==> config.mk <==
export PLATFORM = sky130hd
export DESIGN_NAME = mem_arbiter
export DESIGN_NICKNAME = d
export VERILOG_FILES = /design/src/rtl/mips_pkg.sv /design/src/rtl/mem_arbiter.sv
export SDC_FILE = /design/constraint.sdc
export NUM_CORES = 1
export LEC_CHECK = 0
export CAP_MARGIN = 0
export CORE_ASPECT_RATIO = 1.1
export CORE_UTILIZATION = 42
export CTS_CLUSTER_SIZE = 12
export DETAILED_ROUTE_END_ITERATION = 10
export PLACE_DENSITY = 0.89
export SLEW_MARGIN = 20
export SYNTH_ARGS = -nofsm -noshare
export SYNTH_HDL_FRONTEND = slang
export SYNTH_SLANG_ARGS = --single-unit
==> constraint.sdc <==
create_clock -name clk -period 5.8 [get_ports clk]
set_clock_uncertainty 0.1 [all_clocks]
set_input_delay 1.16 -clock clk [delete_from_list [all_inputs] [get_ports clk]]
set_output_delay 1.16 -clock clk [all_outputs]
set_load 0.1 [all_outputs]
==> src/rtl/mips_pkg.sv <==
// Shared definitions for the MIPS memory subsystem: arbiter state
// encoding and the default bus timeout.
package mips_pkg;

  typedef enum logic [1:0] {
    IDLE = 2'd0,
    DATA = 2'd1,
    INST = 2'd2
  } arb_state_t;

  localparam int TIMEOUT_DEFAULT = 255;

endpackage

==> src/rtl/mem_arbiter.sv <==
// Arbitrates the fetch port and the M-stage data port onto one
// single-port memory bus. Data accesses win ties, except directly after a
// data transaction when a fetch is also waiting, so fetches never starve.
// A transaction that sees no bus_ack for TIMEOUT cycles is aborted with a
// bus_err pulse and completes with zero read data.
module mem_arbiter
  import mips_pkg::*;
#(
  parameter int TIMEOUT = TIMEOUT_DEFAULT
) (
  input  logic        clk,
  input  logic        rst,
  input  logic        if_req,
  input  logic [31:0] if_addr,
  output logic [31:0] if_rdata,
  output logic        if_ready,
  input  logic        M_memread,
  input  logic        M_memwrite,
  input  logic [31:0] M_memaddr,
  input  logic [31:0] M_wdata,
  input  logic [3:0]  M_wstrb,
  output logic [31:0] m_rdata,
  output logic        m_ready,
  output logic        F_stall,
  output logic        M_stall,
  output logic        bus_req,
  output logic        bus_we,
  output logic [31:0] bus_addr,
  output logic [31:0] bus_wdata,
  output logic [3:0]  bus_wstrb,
  input  logic        bus_ack,
  input  logic [31:0] bus_rdata,
  output logic        bus_err
);

  // Wait count of the last cycle a transaction may spend on the bus.
  localparam logic [7:0] LAST_WAIT = 8'(TIMEOUT - 1);

  arb_state_t state;
  arb_state_t last_grant;
  logic [7:0] wait_cnt;
  logic       ended_prev;
  logic       data_pend;
  logic       inst_pend;
  logic       pick_data;
  logic       timeout_hit;

  // A request whose ready pulse is showing this cycle is already served,
  // so the stall terms double as "still pending" for arbitration.
  assign F_stall     = if_req & ~if_ready;
  assign M_stall     = (M_memread | M_memwrite) & ~m_ready;
  assign data_pend   = M_stall;
  assign inst_pend   = F_stall;
  assign timeout_hit = (wait_cnt == LAST_WAIT);

  // Grant choice: data first, but yield to a waiting fetch right after a data transaction.
  always_comb begin
    pick_data = data_pend;
    if (data_pend && inst_pend) begin
      pick_data = !((last_grant == DATA) && ended_prev);
    end
  end

  // Arbiter FSM with all bus and completion outputs registered.
  always_ff @(posedge clk or posedge rst) begin
    if (rst) begin
      state      <= IDLE;
      last_grant <= INST;
      wait_cnt   <= 8'd0;
      ended_prev <= 1'b0;
      bus_req    <= 1'b0;
      bus_we     <= 1'b0;
      bus_err    <= 1'b0;
      bus_addr   <= 32'd0;
      bus_wdata  <= 32'd0;
      bus_wstrb  <= 4'd0;
      if_ready   <= 1'b0;
      m_ready    <= 1'b0;
      if_rdata   <= 32'd0;
      m_rdata    <= 32'd0;
    end else begin
      if_ready   <= 1'b0;
      m_ready    <= 1'b0;
      bus_err    <= 1'b0;
      ended_prev <= 1'b0;
      case (state)
        IDLE: begin
          if (data_pend || inst_pend) begin
            wait_cnt <= 8'd0;
            bus_req  <= 1'b1;
            if (pick_data) begin
              state      <= DATA;
              last_grant <= DATA;
              bus_addr   <= M_memaddr;
              bus_we     <= M_memwrite;
              bus_wdata  <= M_wdata;
              bus_wstrb  <= M_memwrite ? M_wstrb : 4'd0;
            end else begin
              state      <= INST;
              last_grant <= INST;
              bus_addr   <= if_addr;
              bus_we     <= 1'b0;
              bus_wdata  <= 32'd0;
              bus_wstrb  <= 4'd0;
            end
          end
        end
        DATA, INST: begin
          if (bus_ack || timeout_hit) begin
            state      <= IDLE;
            bus_req    <= 1'b0;
            bus_we     <= 1'b0;
            ended_prev <= 1'b1;
            bus_err    <= !bus_ack;
            if (state == DATA) begin
              m_ready <= 1'b1;
              m_rdata <= bus_ack ? bus_rdata : 32'd0;
            end else begin
              if_ready <= 1'b1;
              if_rdata <= bus_ack ? bus_rdata : 32'd0;
            end
          end else begin
            wait_cnt <= wait_cnt + 8'd1;
          end
        end
        default: state <= IDLE;
      endcase
    end
  end

endmodule

# Yosys cells after proc, flatten, opt, wreduce, memory -nomap -nowiden
# Cells that the tools add are included.
[totals]
wordCells = 72
reg_bits = 150
inputBits = 138
output_inout_bits = 139
[classes]
n_bitwise = 6
eq_ne = 7
add_sub_neg = 1
n_mux = 29
reduce_logical = 15
[op_table]
columns = ["cell", "n"]
rows = [
  ["32-bit two-way mux", 3],
  ["8-bit two-way mux", 2],
  ["8-bit case mux with 2 select lines", 1],
  ["1-bit two-way mux", 15],
  ["3-bit AND reduction", 4],
  ["8-bit by 1-bit adder with 8-bit output, second input constant", 1],
  ["8-bit == test, second input constant", 1],
  ["4-bit two-way mux", 2],
  ["2-bit two-way mux", 3],
  ["2-bit != test, second input constant", 3],
  ["2-bit by 1-bit == test with 1-bit output, second input constant", 2],
  ["1-bit case mux with 2 select lines", 2],
  ["2-bit case mux with 2 select lines", 1],
  ["2-bit AND reduction", 2],
  ["1-bit NOT", 3],
  ["1-bit AND", 2],
  ["2-bit == test, second input constant", 1],
  ["1-bit logical AND", 2],
  ["1-bit zero test", 2],
  ["2-bit zero test", 1],
  ["1-bit logical OR", 2],
  ["2-bit nonzero test", 1],
  ["2-bit OR reduction", 1],
  ["1-bit bitwise OR", 1],
]

# Depth between registers and ports, before layout
# Gate-level depths: netlist of the first run.
[depth]
ltp_word = 7
depth_mapped = 8
depth_no_buf = 7

# Worst setup path after synthesis of the first run
# Ideal clock, no wire load.
[synth_path]
path_kind = "in2out"
startpoint = "input if_req"
endpoint = "output F_stall"
arrival_ps = 2004
path_stages = 3
n_path_buf = 1
path_slack_ps = 2536
path_cell_list = "nand2b_1 > clkbuf_1 > inv_1"
[synth_via]
elab_chain_cells = 1
[synth_rtl]
columns = ["element", "line", "rtl"]
rows = [
  ["start, declared", "mem_arbiter.sv:13", "input logic if_req,"],
  ["1-bit AND", "mem_arbiter.sv:50", "assign F_stall = if_req & ~if_ready;"],
  ["end, declared", "mem_arbiter.sv:24", "output logic F_stall,"],
]
# No other way between the ends.

# Final worst setup path of the first run
[layout_path]
startpoint = "input M_memwrite"
endpoint = "output M_stall"
[layout_via]
elab_chain_cells = 2
[layout_rtl]
columns = ["element", "line", "rtl"]
rows = [
  ["start, declared", "mem_arbiter.sv:18", "input logic M_memwrite,"],
  ["1-bit bitwise OR", "mem_arbiter.sv:51", "assign M_stall = (M_memread | M_memwrite) & ~m_ready;"],
  ["1-bit AND", "mem_arbiter.sv:51", ""],
  ["end, declared", "mem_arbiter.sv:25", "output logic M_stall,"],
]
# No other way between the ends.

==> results of run 1 <==
[critical path: cells and delay by family]
family                 cells  cell delay [ns]
buffers and inverters      3             1.13
AO/OA/AOI/OAI              1             0.12
[how the worst max path moves through the flow]
stage	startpoint	end	slack, ns	cells past startpoint
after global routing	M_memwrite	M_stall	2.05	4
after global placement	M_memwrite	bus_addr[24]	2.08	7
after CTS	M_memwrite	M_stall	2.09	4
after floorplan	rst	bus_addr[0]	0.51	1
after detailed placement	M_memwrite	bus_we	2.00	7
final	M_memwrite	M_stall	2.12	4
[registers in the layout (all words and copies together) (netlist names)]
signal	count
m_rdata	32
wait_cnt	8
bus_req	1
last_grant	2
bus_addr	32
bus_wstrb	4
state	2
bus_wdata	32
if_ready	1
bus_we	1
bus_err	1
if_rdata	32
m_ready	1
ended_prev	1
[stage by stage]
step                util, %  setup WS, ns  cells
finish                 68.0          2.12    969
global placement       63.4          2.08    939
global route           68.0          2.05    969
detailed placement     63.4          2.00    939
floorplan                 -         0.505    494
CTS                    68.0          2.09    969
[layer usage]
metal	vias up	part of all wire, %	routed length [um]	track usage (%)
li1	2290	-	-	-
met1	2409	40	7020	27.5
met2	218	48	8330	37.0
met3	25	10	1830	9.85
met4	0	1.8	315	8.79
met5	-	0	0	0
[cell usage in the layout (no fill, tap or decap), types with 14 or more instances in the layout]
cell type and n:
dfrtp_1 149, inv_1 14, nand2_1 69, mux2_2 35, clkdlybuf4s50_1 274, a22oi_1 32, clkbuf_16 17, and2_1 32
a22o_1 36, mux2_4 29
[cell type report]
| cell class | count | area, um^2 | share of cell area (%) |
|---|---|---|---|
| Clock buffer | 21 | 460 | 4.67 |
| Clock inverter | 9 | 199 | 2.02 |
| Inverter | 16 | 66.3 | 0.673 |
| Multi-Input combinational cell | 299 | 2330 | 23.7 |
| Sequential cell | 150 | 3750 | 38.1 |
| Tap cell | 192 | 240 | 2.44 |
| Timing Repair Buffer | 282 | 2800 | 28.4 |
[logic make-up after synthesis]
group | synth area share [%]
and+or+nand+nor | 9.92
AOI/OAI and AO/OA | 12.8
muxes | 13.3
DFF | 59.6
buffers and inverters | 3.56
adders and majority gates | 0.795
==> flow_metrics.py, run 1 <==
metrics = {
    "cells_and_area": {
        "stdcell_area_um2": 9860,
        "syn2layout_area_growth_pct": 56.5,
        "drive_above_1_share_pct": 14.3,
        "n_fill_cell": 1032,
        "nets": 908,
        "diodes": 0,
    },
    "cts": {
        "cts_max_level": 4,
        "cts_setup_buffers": 0,
        "clk_pin_slew_ns": 0.06,
        "root_buffer": "clkbuf_16",
        "cts_inserted_buffers": 17,
        "insertion_delay_ns": 0.41,
        "postCtsHoldBufs": 0,
        "clockBufferDepth": 2,
        "cts_tree": "done",
        "cts_resized": 0,
        "cts.sinks": 150,
    },
    "die": {
        "initial_utilization_pct": 43.4,
        "core_area_um2": 14500,
        "dieWidth_um": 119,
        "rows": 46,
        "dieArea_um2": 15500,
        "die_h_um": 130,
        "pin_count": 277,
    },
    "synthesis": {
        "synthTopCellsByArea": "dfrtp_1, mux2_4, mux2_2",
        "syn_inst": 494,
        "yosys_register_bits": 150,
        "synthTopCellsByCount": "dfrtp_1, nand2_1, a22o_1",
        "synth_top_area_cell": "dfrtp_1",
        "synthDistinctLibCells": 45,
        "netlist.area_leader.share_pct": 59.2,
        "synth_ff_type": "dfrtp_1",
        "synth_area_um2": 6300,
        "synth_enable_flop_cells": 0,
        "async_flop_share_pct": 100,
        "yosys_warnings": 0,
        "synth_fp_nets": 636,
        "synth.most_common_cell": "dfrtp_1",
        "syn_area_per_cell_um2": 12.7,
        "ys_seq_area_share_pct": 59.6,
    },
    "timing": {
        "hold_viol": 0,
        "max_freq_mhz": 272,
        "setup_tns_ns": 0,
        "setup_violations": 0,
        "finalMaxSlewViolations": 0,
        "slew_headroom_pct": 30.7,
        "min_period_ns": 3.68,
        "rsz0062_at_grt": "no",
        "tightest_slew_ns": 1.04,
        "whs_ns": 0.363,
        "timing.final.crit_share_pct": 63.5,
    },
    "grt": {
        "antenna_found_initial": 0,
        "grt_overflow": 0,
        "grt_use_total_pct": 23.0,
        "grt_max_degree": 71,
        "grt_pass1_wl_mm": 27.4,
        "grt_pass1_vias": 5128,
    },
    "drt": {
        "drc": 0,
        "drtIter0Drc": 231,
        "wl_per_cell_um": 18.1,
        "ant_nets": 0,
        "drt-pass1-iter-count": 5,
        "finalWirelength_mm": 17.5,
        "vias_per_cell": 5.10,
        "vias": 4942,
    },
    "placement": {
        "gp_congestion": 0.794,
        "numPortBuffers": 276,
        "hpwl_mm": 12.5,
        "dpl_cell_area_um2": 9200,
    },
    "setup_path": {
        "required_ns": 4.54,
        "cp.arrival_ns": 2.42,
        "cp_slowest_stage_delay_ns": 0.53,
        "crit_chain": "clkdlybuf4s50_1, o21bai_1, inv_1, buf_4",
        "critPathSlowestCell": "clkdlybuf4s50_1",
        "worst-path-max-fanout": 6,
        "r2r_end": "if_rdata[12]",
        "critical_path_class": "in -> out",
        "r2r_slack_ns": 3.10,
        "worstRegToRegCells": 6,
        "setup.worst_path.end_class": "output pin",
        "worst_setup_path_start_kind": "input port",
        "regToRegStartpoint": "state[0]",
    },
    "hold_path": {
        "hold_path.class": "reg -> reg",
        "worstHoldStart": "bus_addr[19]",
        "hold_end": "bus_addr[19]",
        "min_delay_path_depth": 2,
    },
    "flow_run": {
        "maxCapViolations": 0,
    },
    "run_status": {
        "status": "completed",
    },
}
Power of run 1 is not shown: default switching activity piles up to over one toggle a cycle in this logic, so the estimate is an artifact.
==> run 2, diff against run 1 <==
==> constraint.sdc (replaced) <==
create_clock -name clk -period 3.62 [get_ports clk]
set_clock_uncertainty 0.1 [all_clocks]
set_input_delay 0.724 -clock clk [delete_from_list [all_inputs] [get_ports clk]]
set_output_delay 0.724 -clock clk [all_outputs]
set_load 0.1 [all_outputs]
==> run 2 against run 1 <==
Effect of this change:
- die area is the same
- register-to-register slack got worse by 1.9 ns
- sequential share of layout area fell by 0.30 points
- via count is 0.91% lower
- global-route usage down 0.39 points
- final cell count grew 0.41%
==> flow_metrics.py, run 2 (synthesis gave the netlist of run 1 again) <==
metrics = {
    "placement": {
        "numPortBuffers": 276,
        "gp_congestion": 0.815,
        "hpwl_mm": 12.4,
    },
    "setup_path": {
        "critical_path_class": "reg -> out",
        "required_ns": 2.80,
        "setup.worst_path.end_class": "output pin",
        "critPathSlowestCell": "clkdlybuf4s50_1",
        "crit_family": "buffers and inverters",
        "critPathBufInv": 1,
        "worst_setup_path_start_kind": "register",
        "worst-path-max-fanout": 2,
        "cp.arrival_ns": 1.95,
        "crit_chain": "clkdlybuf4s50_1",
        "cp_slowest_stage_delay_ns": 1.18,
    },
    "grt": {
        "grt_pass1_vias": 5041,
        "grt_util_met2_pct": 37.5,
        "grt_max_degree": 59,
        "grt_use_met3_pct": 10.2,
        "antenna_found_initial": 0,
        "grt_overflow": 0,
        "busiest_layer": "met2",
        "grtUsageMet1_pct": 26.2,
        "grt_use_total_pct": 22.6,
        "grt_pass1_wl_mm": 26.7,
    },
    "timing": {
        "min_period_ns": 2.78,
        "hold_viol": 0,
        "slew_headroom_pct": 31.6,
        "rsz0062_at_grt": "no",
        "tightest_slew_ns": 1.02,
        "setup_tns_ns": 0,
        "max_freq_mhz": 360,
        "timing.final.crit_share_pct": 76.7,
        "setup_violations": 0,
        "finalMaxSlewViolations": 0,
    },
    "cells_and_area": {
        "diodes": 0,
        "syn2layout_area_growth_pct": 57.8,
        "drive_above_1_share_pct": 16.3,
        "mostFrequentLayoutCells": "clkdlybuf4s50_1, dfrtp_1, nand2_1",
        "final_common_cell": "clkdlybuf4s50_1",
        "nets": 911,
    },
    "cts": {
        "clockBufferDepth": 2,
        "clk_pin_slew_ns": 0.06,
        "cts_setup_buffers": 0,
        "insertion_delay_ns": 0.42,
        "cts_tree": "done",
        "cts_max_level": 4,
        "postCtsHoldBufs": 0,
        "root_buffer": "clkbuf_16",
        "cts_inserted_buffers": 17,
        "cts_resized": 0,
        "cts.sinks": 150,
    },
    "die": {
        "core_area_um2": 14500,
        "rows": 46,
        "dieArea_um2": 15500,
        "die_h_um": 130,
        "dieWidth_um": 119,
        "pin_count": 277,
        "initial_utilization_pct": 43.4,
    },
    "flow_run": {
        "maxCapViolations": 0,
    },
    "hold_path": {
        "hold_path.class": "reg -> reg",
    },
    "drt": {
        "vias": 4897,
        "drt-pass1-iter-count": 4,
        "drtIter0Drc": 247,
        "wl_per_cell_um": 17.7,
        "vias_per_cell": 5.03,
        "finalWirelength_mm": 17.2,
        "drc": 0,
        "ant_nets": 0,
    },
    "run_status": {
        "status": "completed",
    },
}
-- run 2: cell count changes in the layout (fill, tap and decap cells not counted), sizes merged --
cell,delta
buf,+14
clkinv,+1
inv,-1
clkbuf,-2
clkdlybuf4s50,-11
clkinvlp,+3
-- run 2: per-layer routing --
metal	vias up	wire [um]	part of all wire, %
met5	-	0	0
met4	0	162	0.94
met3	13	1890	11
met2	236	8410	49
met1	2350	6770	39
li1	2298	-	-
-- run 2: layout make-up --
type | instances | area, um^2
clock inverters | 12 | 226
repair buffers | 285 | 2870
clock buffers | 19 | 443
multi-input cells | 299 | 2330
inverters | 16 | 65.1
well taps | 192 | 240
fillers | 1044 | 4570
flip-flops and latches | 150 | 3750
-- run 2: per-stage QoR --
step / instance area (um^2) / utilization [%] / instances / hold slack (ns) / setup slack, ns
floorplan: 6300 / - / 494 / 0.350 / 0.817
global placement: 9270 / 63.9 / 942 / 0.348 / 0.824
detailed placement: 9270 / 63.9 / 942 / 0.355 / 0.749
CTS: 9930 / 68.5 / 973 / 0.368 / 0.824
global route: 9930 / 68.5 / 973 / 0.380 / 0.797
finish: 9930 / 68.5 / 973 / 0.362 / 0.844
-- run 2: path summary, 6_finish.rpt --
check	startpoint	endpoint	slack, ns	cells after the start
setup / recovery	m_rdata[6]	m_rdata[6]	0.84	1
hold / removal	bus_addr[19]	bus_addr[19]	0.36	2
min in group asynchronous	rst	if_rdata[8]	0.68	2
hold reg to reg	bus_addr[19]	bus_addr[19]	0.36	2
setup reg to reg	state[0]	m_rdata[29]	1.17	7
max in group asynchronous	rst	bus_wdata[21]	1.99	3
Power of run 2 is left out for the same reason.
==> run 3, diff against run 2 <==
--- a/config.mk
+++ b/config.mk
@@ -7,10 +7,10 @@
 export LEC_CHECK = 0
 export CAP_MARGIN = 0
 export CORE_ASPECT_RATIO = 1.1
-export CORE_UTILIZATION = 42
+export CORE_UTILIZATION = 38
 export CTS_CLUSTER_SIZE = 12
 export DETAILED_ROUTE_END_ITERATION = 10
-export PLACE_DENSITY = 0.89
+export PLACE_DENSITY = 0.86
 export SLEW_MARGIN = 20
 export SYNTH_ARGS = -nofsm -noshare
 export SYNTH_HDL_FRONTEND = slang
==> constraint.sdc (replaced) <==
create_clock -name clk -period 2.5 [get_ports clk]
set_clock_uncertainty 0.1 [all_clocks]
set_input_delay 0.5 -clock clk [delete_from_list [all_inputs] [get_ports clk]]
set_output_delay 0.5 -clock clk [all_outputs]
set_load 0.1 [all_outputs]
==> run 3 against run 2 <==
Effect of this change:
- global-route usage down 2.8 points
- register-to-register slack worse by 0.88 ns
- sequential share of layout area up 1.1 points
- sequential cell count unchanged
- core utilization down 9.0 points
- critical path type is now in -> out
- first-iteration DRC count down 23%
- non-clock buffer count up 7
- count of clock-buffer cells in the layout unchanged
==> flow_metrics.py, run 3 (synthesis gave the netlist of run 1 again) <==
metrics = {
    "setup_path": {
        "cp_slowest_stage_delay_ns": 0.45,
        "crit_family": "buffers and inverters",
        "required_ns": 1.90,
        "worst_setup_path_start_kind": "input port",
        "critical_path_class": "in -> out",
        "r2r_slack_ns": 0.29,
        "cp.arrival_ns": 1.67,
        "setup.worst_path.end_class": "output pin",
        "crit_chain": "clkdlybuf4s50_1, o21bai_4, clkinvlp_4, buf_4, buf_12",
        "worst-path-max-fanout": 4,
        "critPathBufInv": 4,
        "critPathSlowestCell": "clkdlybuf4s50_1",
    },
    "grt": {
        "antenna_found_initial": 0,
        "grt_pass1_vias": 5039,
        "grt_max_degree": 77,
        "grt_use_total_pct": 19.8,
        "grt_overflow": 0,
        "grt_pass1_wl_mm": 26.5,
    },
    "timing": {
        "hold_viol": 0,
        "tightest_slew_ns": 0.423,
        "slew_headroom_pct": 71.8,
        "min_period_ns": 2.27,
        "max_freq_mhz": 441,
        "fin_ws_ns": 0.233,
        "rsz0062_at_grt": "no",
        "timing.final.crit_share_pct": 90.7,
        "setup_violations": 0,
        "finalMaxSlewViolations": 0,
    },
    "cts": {
        "postCtsHoldBufs": 0,
        "cts_setup_buffers": 0,
        "cts.sinks": 150,
        "clk_pin_slew_ns": 0.06,
        "cts_inserted_buffers": 17,
        "cts_max_level": 4,
        "cts_resized": 0,
        "insertion_delay_ns": 0.41,
        "clockBufferDepth": 2,
        "cts_tree": "done",
        "root_buffer": "clkbuf_16",
    },
    "drt": {
        "drc": 0,
        "vias_per_cell": 4.98,
        "finalWirelength_mm": 16.9,
        "wl_per_cell_um": 17.0,
        "drtIter0Drc": 189,
        "drt-pass1-iter-count": 4,
        "vias": 4940,
        "ant_nets": 0,
    },
    "die": {
        "pin_count": 277,
        "die_h_um": 137,
        "core_area_um2": 16200,
        "dieWidth_um": 125,
        "initial_utilization_pct": 38.8,
        "rows": 49,
        "dieArea_um2": 17100,
    },
    "placement": {
        "hpwl_mm": 12.4,
        "numPortBuffers": 276,
        "dp_slack_ns": 0.134,
        "place_inst": 961,
        "gp_congestion": 0.781,
    },
    "cells_and_area": {
        "final_common_cell": "dfrtp_1",
        "syn2layout_area_growth_pct": 53.6,
        "n_fill_cell": 1306,
        "nets": 918,
        "fin_cells": 992,
        "drive_above_1_share_pct": 33.6,
        "diodes": 0,
        "mostFrequentLayoutCells": "dfrtp_1, buf_4, clkdlybuf4s50_1",
    },
    "flow_run": {
        "maxCapViolations": 0,
    },
    "run_status": {
        "status": "completed",
    },
    "hold_path": {
        "hold_path.class": "reg -> reg",
    },
}
-- run 3: cell type report --
| class | instances | area [um^2] | area share [%] |
|---|---|---|---|
| tap | 204 | 255 | 2.64 |
| clock buffer | 19 | 443 | 4.58 |
| clock inverter | 12 | 130 | 1.35 |
| sequential | 150 | 3760 | 38.9 |
| multi-input combinational | 299 | 2350 | 24.3 |
| inverter | 16 | 72.6 | 0.751 |
| timing repair buffer | 292 | 2660 | 27.5 |
-- run 3: worst register-to-register path, stage by stage, from the launching register on --
cell and delay (ns):
dfrtp_1 0.37, inv_1 0.05, ha_1 0.41, nand4_1 0.12, o21a_2 0.22, clkinv_2 0.10, nand2_4 0.18, buf_12 0.21
mux2_2 0.35
-- run 3: worst paths after layout --
path / start / endpoint / cells past startpoint
max: M_memread / M_stall / 5
max in group asynchronous: rst / last_grant[1] / 3
min reg2reg: bus_addr[8] / bus_addr[8] / 2
max reg2reg: state[0] / m_rdata[31] / 8
min: bus_addr[8] / bus_addr[8] / 2
min in group asynchronous: rst / m_rdata[28] / 3
-- run 3: per-layer routing --
metal / part of all wire, % / vias to the layer above / global-route usage, %
li1: - / 2313 / -
met1: 42 / 2419 / 24.3
met2: 49 / 198 / 32.7
met3: 8.4 / 10 / 7.11
met4: 0.92 / 0 / 6.22
met5: 0 / - / 0
-- run 3: stage by stage --
step                utilization [%]  hold slack (ns)  setup TNS, ns  cell area (um^2)
floorplan                         -            0.350         -0.301              6340
global placement               56.0            0.350              0              9100
detailed placement             56.0            0.357              0              9100
CTS                            59.5            0.372              0              9670
global route                   59.5            0.389              0              9670
finish                         59.5            0.367              0              9670
Power of run 3 is left out for the same reason.
